$ cat src/rtl/text_writer.sv
// text_writer: write-side agent for the {colour, character} text RAM.
// Accepts character bytes on a valid/ready handshake, keeps a (row, col)
// cursor and issues one-cycle RAM writes. CR, LF, BS and FF are interpreted.
// FF, or a clear_in pulse, starts a hardware sweep that writes BLANK to every
// cell.
//
// Ports:
//   CLK_108MHz, reset        clock, asynchronous active-high reset
//   char_in, color_in        character byte and its CGA attribute
//   valid_in, ready_out      input handshake (ready_out is combinational)
//   clear_in                 single-cycle clear-screen request
//   busy_out                 clear sweep in progress
//   cursor_col, cursor_row   current cursor position
//   addr, ena, wena, wdata   RAM write port (wena mirrors ena)
module text_writer #(
  parameter int unsigned COLS      = 160,
  parameter int unsigned ROWS      = 128,
  parameter logic [15:0] BASE_ADDR = 16'h0000,
  parameter logic [15:0] BLANK     = 16'h0720
) (
  input  logic        CLK_108MHz,
  input  logic        reset,
  input  logic [7:0]  char_in,
  input  logic [7:0]  color_in,
  input  logic        valid_in,
  output logic        ready_out,
  input  logic        clear_in,
  output logic        busy_out,
  output logic [7:0]  cursor_col,
  output logic [7:0]  cursor_row,
  output logic [15:0] addr,
  output logic        ena,
  output logic        wena,
  output logic [15:0] wdata
);

  localparam int unsigned CUR_W  = 8;
  localparam int unsigned ADDR_W = 16;

  localparam logic [CUR_W-1:0]  COL_LAST = CUR_W'(COLS - 1);
  localparam logic [CUR_W-1:0]  ROW_LAST = CUR_W'(ROWS - 1);
  localparam logic [ADDR_W-1:0] COLS_W   = ADDR_W'(COLS);
  // Cell count modulo 2^16; a full 65536-cell screen wraps the counter to 0.
  localparam logic [ADDR_W-1:0] CELLS_W  = ADDR_W'(COLS * ROWS);

  localparam logic [7:0] CH_BS = 8'h08;
  localparam logic [7:0] CH_LF = 8'h0A;
  localparam logic [7:0] CH_FF = 8'h0C;
  localparam logic [7:0] CH_CR = 8'h0D;

  typedef enum logic {
    IDLE  = 1'b0,
    CLEAR = 1'b1
  } state_t;

  state_t             state_q,    state_d;
  logic [CUR_W-1:0]   col_q,      col_d;
  logic [CUR_W-1:0]   row_q,      row_d;
  logic [ADDR_W-1:0]  row_base_q, row_base_d;   // BASE_ADDR + row*COLS
  logic [ADDR_W-1:0]  clr_cnt_q,  clr_cnt_d;
  logic [ADDR_W-1:0]  addr_q,     addr_d;
  logic [ADDR_W-1:0]  wdata_q,    wdata_d;
  logic               ena_q,      ena_d;
  logic               busy_q,     busy_d;

  logic               accept;
  logic               start_clear;
  logic               row_wrap;
  logic [CUR_W-1:0]   row_inc;
  logic [ADDR_W-1:0]  row_base_inc;

  assign ready_out  = (state_q == IDLE) & ~clear_in;
  assign accept     = valid_in & ready_out;

  assign busy_out   = busy_q;
  assign cursor_col = col_q;
  assign cursor_row = row_q;
  assign addr       = addr_q;
  assign ena        = ena_q;
  assign wena       = ena_q;
  assign wdata      = wdata_q;

  // Next row and its base address, shared by LF and end-of-line wrap.
  assign row_wrap     = (row_q == ROW_LAST);
  assign row_inc      = row_wrap ? '0 : row_q + CUR_W'(1);
  assign row_base_inc = row_wrap ? BASE_ADDR : row_base_q + COLS_W;

  // Next-state, cursor and RAM write decode.
  always_comb begin
    state_d     = state_q;
    col_d       = col_q;
    row_d       = row_q;
    row_base_d  = row_base_q;
    clr_cnt_d   = clr_cnt_q;
    addr_d      = addr_q;
    wdata_d     = wdata_q;
    ena_d       = 1'b0;
    busy_d      = busy_q;
    start_clear = 1'b0;

    case (state_q)
      IDLE: begin
        if (clear_in) begin
          start_clear = 1'b1;
        end else if (accept) begin
          case (char_in)
            CH_CR: begin
              col_d = '0;
            end
            CH_LF: begin
              col_d      = '0;
              row_d      = row_inc;
              row_base_d = row_base_inc;
            end
            CH_BS: begin
              if (col_q != '0) begin
                col_d   = col_q - CUR_W'(1);
                ena_d   = 1'b1;
                addr_d  = row_base_q + ADDR_W'(col_q - CUR_W'(1));
                wdata_d = BLANK;
              end
            end
            CH_FF: begin
              start_clear = 1'b1;
            end
            default: begin
              ena_d   = 1'b1;
              addr_d  = row_base_q + ADDR_W'(col_q);
              wdata_d = {color_in, char_in};
              if (col_q == COL_LAST) begin
                col_d      = '0;
                row_d      = row_inc;
                row_base_d = row_base_inc;
              end else begin
                col_d = col_q + CUR_W'(1);
              end
            end
          endcase
        end

        // First sweep write goes out on the entry edge so it lands with busy.
        if (start_clear) begin
          state_d   = CLEAR;
          busy_d    = 1'b1;
          ena_d     = 1'b1;
          addr_d    = BASE_ADDR;
          wdata_d   = BLANK;
          clr_cnt_d = ADDR_W'(1);
        end
      end

      CLEAR: begin
        // Counter holds the index of the next cell; reaching the cell count
        // means the final write is on the bus this cycle.
        if (clr_cnt_q == CELLS_W) begin
          state_d    = IDLE;
          busy_d     = 1'b0;
          col_d      = '0;
          row_d      = '0;
          row_base_d = BASE_ADDR;
        end else begin
          ena_d     = 1'b1;
          addr_d    = BASE_ADDR + clr_cnt_q;
          wdata_d   = BLANK;
          clr_cnt_d = clr_cnt_q + ADDR_W'(1);
        end
      end

      default: begin
        state_d = IDLE;
      end
    endcase
  end

  // State and output registers.
  always_ff @(posedge CLK_108MHz or posedge reset) begin
    if (reset) begin
      state_q    <= IDLE;
      col_q      <= '0;
      row_q      <= '0;
      row_base_q <= BASE_ADDR;
      clr_cnt_q  <= '0;
      addr_q     <= '0;
      wdata_q    <= '0;
      ena_q      <= 1'b0;
      busy_q     <= 1'b0;
    end else begin
      state_q    <= state_d;
      col_q      <= col_d;
      row_q      <= row_d;
      row_base_q <= row_base_d;
      clr_cnt_q  <= clr_cnt_d;
      addr_q     <= addr_d;
      wdata_q    <= wdata_d;
      ena_q      <= ena_d;
      busy_q     <= busy_d;
    end
  end

endmodule
$ cat config.mk
export PLATFORM = sky130hd
export DESIGN_NAME = text_writer
export DESIGN_NICKNAME = d
export VERILOG_FILES = /design/src/rtl/text_writer.sv
export SDC_FILE = /design/constraint.sdc
export NUM_CORES = 1
export LEC_CHECK = 0
export CAP_MARGIN = 20
export CORE_UTILIZATION = 25
export DETAILED_ROUTE_END_ITERATION = 10
export HOLD_SLACK_MARGIN = 0.12
export MAX_ROUTING_LAYER = met4
export SLEW_MARGIN = 20
export SYNTH_ARGS = -nofsm -noshare
export SYNTH_HDL_FRONTEND = slang
export SYNTH_SLANG_ARGS = --single-unit
$ cat constraint.sdc
create_clock -name CLK_108MHz -period 9.3 [get_ports CLK_108MHz]
set_input_delay 2.79 -clock CLK_108MHz [delete_from_list [all_inputs] [get_ports CLK_108MHz]]
set_output_delay 2.79 -clock CLK_108MHz [all_outputs]
set_load 0.05 [all_outputs]
After elaboration in Yosys (flattened, before gate mapping):

Cells that the tools add are included.

* register bits after elaboration: 83
* bits in latches: 0
* bits in writable memories: 0
* bits in read-only memories: 0
* input port bits: 20
* output and inout port bits: 52
* logic and storage cells: 103
* memories: 0

* $add $sub $neg: 8
* multiply operators: 0
* divide/modulo/power cells: 0
* magnitude comparators: 0
* equality and inequality tests: 20
* shift operators: 0
* muxes and demuxes: 53
* bitwise gates (word level): 4
* reduce and logical (&&, ||, !) cells: 9

Operators by type and width (number)
* 16-bit 2-to-1 mux: 17
* 16-bit case mux with 2 select lines: 7
* 8-bit 2-to-1 mux: 9
* 8-bit case mux with 2 select lines: 3
* 8-bit by 4-bit == test with 1-bit output, second input constant: 4
* 8-bit case mux with 3 select lines: 1
* 16-bit by 1-bit adder with 16-bit output, second input constant: 1
* 16-bit adder: 1
* 16-bit by 8-bit adder with 16-bit output: 1
* 16-bit by 8-bit adder with 16-bit output, second input constant: 1
* 8-bit by 1-bit adder with 8-bit output, second input constant: 2
* 16-bit by 15-bit == test with 1-bit output, second input constant: 1
* 5-bit AND reduction: 3
* 1-bit 2-to-1 mux: 12
* 2-bit inequality test, second input constant: 5
* 3-bit by 2-bit inequality test with 1-bit output, second input constant: 3
* 8-bit by 1-bit subtractor with 9-bit output, second input constant: 1
* 8-bit by 7-bit == test with 1-bit output, second input constant: 1
* 8-bit == test, second input constant: 1
* 1-bit case mux with 2 select lines: 4
* 8-bit nonzero test: 1
* 8-bit by 1-bit subtractor with 8-bit output, second input constant: 1
* 3-bit OR reduction: 2
* 2-bit by 1-bit inequality test with 1-bit output, second input constant: 2
* 7 further kinds: 10

Longest topological paths before layout:

* depth after elaboration: 8
* gate-level depth with buffers: 14
* depth with buffers taken out: 14

Worst setup path after synthesis:

No wires, ideal clock.

* kind: input-to-output
* start point: input port clear_in
* end point: output port ready_out
* arrival time: 3.665 ns
* required time: 6.510 ns
* path slack: 2.845 ns
* cell stages on the path: 1
* path buffers: 0
* cell sequence: nor2_1

* longest elaborated chain between the ends: 2

Ends and longest elaborated chain
* from (decl): line 27 `input logic clear_in,`
* 1-bit inverter: line 72 `assign ready_out = (state_q == IDLE) & ~clear_in;`
* 1-bit bitwise AND: line 72
* to (decl): line 26 `output logic ready_out,`

No other way between the ends.

Final worst setup path:

Ends and elaborated chain as after synthesis.

==> summary by stage <==
Status
The run finished, with violations left. The final reports fail on design-rule violations.

Timing
Summed over all failing endpoints, the final setup total negative slack is 0 ns. The total count of max-transition violations in the final report came to 0. The number of failing hold endpoints at the final stage was 0. The clock skew after layout is 0.00609 ns. The worst pin sits at a relative slew slack of 34.1%. At the pin with the least slew margin, the transition time is 0.984 ns. Setup slack on the critical path of the routed design comes to 1.93 ns. The fraction of the cycle the final worst path needs is 79.3%. Derived from the worst setup path, the maximum achievable clock frequency is 136 MHz. The minimum clock period after layout is 7.37 ns.

Hold is met by 0.463 ns. Setup repair after global routing left no endpoint under its margin. Setup violations remaining at the end of the flow were counted as 0.

Cells and area
The filler cells instantiated in the layout total 1903. The number of nets in the final layout is 649. The number of antenna diodes is 0. The fraction of final layout cells with drive strength greater than 1 is 5.04%. The post-synthesis to final-layout area growth is 26.8%.

Leaving out fill and tap cells, the most frequent cells in the layout are 80 x sky130_fd_sc_hd__nand2_1, 78 x sky130_fd_sc_hd__dfrtp_1, 71 x sky130_fd_sc_hd__clkdlybuf4s50_1. The area of all placed cells without fillers is 5930 µm². Leaving out fill and tap cells, the most frequent cell in the layout is sky130_fd_sc_hd__nand2_1. The multi-input gate area in the final layout is 2560 µm². Registers take 1950 µm².

Placement
After detailed placement, the total cell area comes to 5620 µm². Port buffering added 71 buffers. At the end of routability-driven placement, the weighted congestion stood at 0.806. At the placement stage, the worst setup path has a slack of 1.92 ns. The HPWL after detailed placement is 8940 µm.

Floorplanning
The effective utilization at floorplan is 25.8%. The die area is 19300 µm². The total number of placement rows is 49. The floorplan step set the die height to 139 µm. The die is 139 µm wide. The number of I/O pins is 72. The core footprint is 18100 µm².

Clock network
TritonCTS built the clock tree. Buffers inserted during clock tree synthesis total 9. The number of setup buffers added after CTS is 0. The post-cts hold buffer count is 0. After clock tree synthesis, the clock-pin slew on the worst setup and hold paths is 0.06 ns. The clock root buffer is sky130_fd_sc_hd__clkbuf_16. The post-cts gate resize count is 0. The number of sinks driven by the clock tree is 78. Clock latency on the worst-skew pair, taken at its later pin, is 0.35 ns. No sink is reached through more buffers than the 2 on the longest clock path.

The H-tree was split into 3 levels.

GRT
The initial antenna violation count is 0. The leftover overflow at the end of global routing is 0. The total track usage is 14.6%.

The via count of the first global-routing pass is 4067. The largest net degree at the start of global routing is 79. The first global-routing pass estimated 21500 µm of wire.

Synthesis
Each instance of the synthesized netlist takes up on average 8.55 µm². Yosys attributes the largest share of cell area to sky130_fd_sc_hd__dfrtp_1 42%, sky130_fd_sc_hd__nand2_1 6.4%, sky130_fd_sc_hd__o21ai_0 5.5%. The complex-gate fraction of the synthesized area is 18.9%.

Of the total synthesized cell area, the portion taken by XOR and XNOR cells is 5.80%. The synthesized flop and latch total is 78. The number of cells produced by synthesis is 547. The number of nets in the synthesized netlist is 586. Yosys mapped the design onto 58 distinct sky130hd cell types. The fraction of the mapped netlist area in simple logic gates is 24.2%.

After Yosys synthesis, full adders, half adders and majority gates account for 5.08% of the synthesized area. Sequential elements use 41.7% of the synthesized area. Of all cell types, the one taking the most synthesized area is sky130_fd_sc_hd__dfrtp_1. The cell area that synthesis handed to floorplanning was 4680 µm². Counting flops with an async set or reset pin after synthesis yields a share of 100%. The count of synthesis-stage warnings from yosys is 0.

After synthesis, the largest area contributor takes up 41.7% of total cell area. In the synthesized netlist the dominant register cell turns out to be sky130_fd_sc_hd__dfrtp_1. The multiplexer area fraction after synthesis is 0.642%. The number of enable-type register cells in the synthesized netlist is 0. By area, the combinational part of the netlist is dominated by simple AND/OR/NAND/NOR gates.

Drt
The count of unresolved DRC violations after routing is 11. The count of vias placed by the detailed router is 4187. The routed length per placed instance is 15.1 µm.

The final wirelength is 12800 µm. The number of DRC violations after detailed-routing iteration 0 is 306. The number of vias per cell is 4.96.

The count of nets left with antenna violations once routing finished came out at 0. The first-pass iteration count of the detailed router is 8.

Pwr
The analysis attributes to cell leakage a power of 0.00255 µW. Power spread over the standard cell area amounts to 211 nW/µm². IR analysis of the VDD net gives a maximum drop of 0.0000924 V.

Worst setup path
The critical path is of the in2out type. The kind of start point of the critical path is an input pin. The data required time of the critical path is 6.51 ns.

Of all nets on the critical path, the largest fanout is 9. The capturing element type of the critical path is an output pin. The worst endpoint data arrival time is 4.58 ns.

Job
The number of max-cap violations is 0.

Worst hold path
In this run the worst hold path is classified as reg2reg.
-- worst paths after layout --
check                                                from               endpoint  slack, ns  cells past startpoint
worst max-delay path                             clear_in              ready_out       1.93                      3
worst min-delay path                 wdata[4]$_DFFE_PP0P_   wdata[4]$_DFFE_PP0P_       0.46                      2
worst max register to register  cursor_col[2]$_DFFE_PP0P_   addr[12]$_DFFE_PP0P_       5.53                     12
worst min register to register       wdata[4]$_DFFE_PP0P_   wdata[4]$_DFFE_PP0P_       0.46                      2
max in group asynchronous                           reset   addr[13]$_DFFE_PP0P_       5.84                      3
min in group asynchronous                           reset  wdata[15]$_DFFE_PP0P_       2.95                      3
-- synth_stat cells (5+ instances only) --
master and instances:
sky130_fd_sc_hd__nand4_1 11, sky130_fd_sc_hd__xnor2_1 18, sky130_fd_sc_hd__nor4_1 8, sky130_fd_sc_hd__dfrtp_1 78, sky130_fd_sc_hd__a221oi_1 7, sky130_fd_sc_hd__nand2_1 80
sky130_fd_sc_hd__ha_1 19, sky130_fd_sc_hd__o21ai_0 51, sky130_fd_sc_hd__o21a_1 6, sky130_fd_sc_hd__o31ai_1 8, sky130_fd_sc_hd__clkbuf_1 19, sky130_fd_sc_hd__a21oi_1 26
sky130_fd_sc_hd__o211ai_1 5, sky130_fd_sc_hd__or3_1 7, sky130_fd_sc_hd__a22oi_1 5, sky130_fd_sc_hd__nand2b_1 8, sky130_fd_sc_hd__inv_1 15, sky130_fd_sc_hd__nor3_1 9
sky130_fd_sc_hd__nor2b_1 5, sky130_fd_sc_hd__nor2_1 55, sky130_fd_sc_hd__xor2_1 13, sky130_fd_sc_hd__and3_1 10, sky130_fd_sc_hd__nand3_1 24, sky130_fd_sc_hd__a21o_1 6
-- cell type report --
type | count | share of cell area, %
multi-input cells | 428 | 43.2
clock buffers | 11 | 4.26
flip-flops and latches | 78 | 32.9
inverters | 16 | 1.03
clock inverters | 5 | 0.970
well taps | 229 | 4.83
repair buffers | 77 | 12.8
-- power breakdown --
| group | switching, µW | internal [µW] | leakage [µW] |
|---|---|---|---|
| logic | 275 | 149 | 0.00141 |
| registers | 66.4 | 394 | 0.00100 |
| clock network | 145 | 222 | 0.000144 |
| total | 486 | 766 | 0.00255 |
-- sequential cells by signal, summed over array words and instances, names as in the netlist --
name and count:
wdata 16, clr_cnt_q 16, row_base_q 11, cursor_row 8, state_q 1, cursor_col 8, addr 16, busy_out 1
ena 1
-- cell families (layout without fill, tap and decap cells) --
| logic type | Yosys count | after routing |
|---|---|---|
| adder cells (fa/ha/maj) | 19 | 19 |
| other | 1 | 1 |
| flip-flops | 78 | 78 |
| buffers and inverters | 41 | 109 |
| XOR/XNOR | 31 | 31 |
| multiplexers | 3 | 3 |
| AO/OA/AOI/OAI | 140 | 140 |
| AND/OR/NAND/NOR | 234 | 234 |
-- worst max-delay path, stage by stage --
cell and delay (ns):
sky130_fd_sc_hd__clkdlybuf4s50_1 0.45, sky130_fd_sc_hd__nor2_1 0.44, sky130_fd_sc_hd__clkdlybuf4s50_1 0.90
-- routing by layer --
metal | up-vias | part of all wire (%) | track usage [%]
li1 | 2075 | - | -
met1 | 2016 | 49 | 19.4
met2 | 83 | 45 | 21.7
met3 | 13 | 5.0 | 3.52
met4 | 0 | 1.2 | 4.44
met5 | - | 0 | -
-- per-stage QoR --
stage	util, %	power, µW	cells
floorplan	-	748	547
global placement	31.0	892	828
detailed placement	31.0	893	828
CTS	32.7	1270	844
global route	32.7	1330	844
finish	32.7	1250	844
No activity file was read; power rests on OpenSTA's default activity.
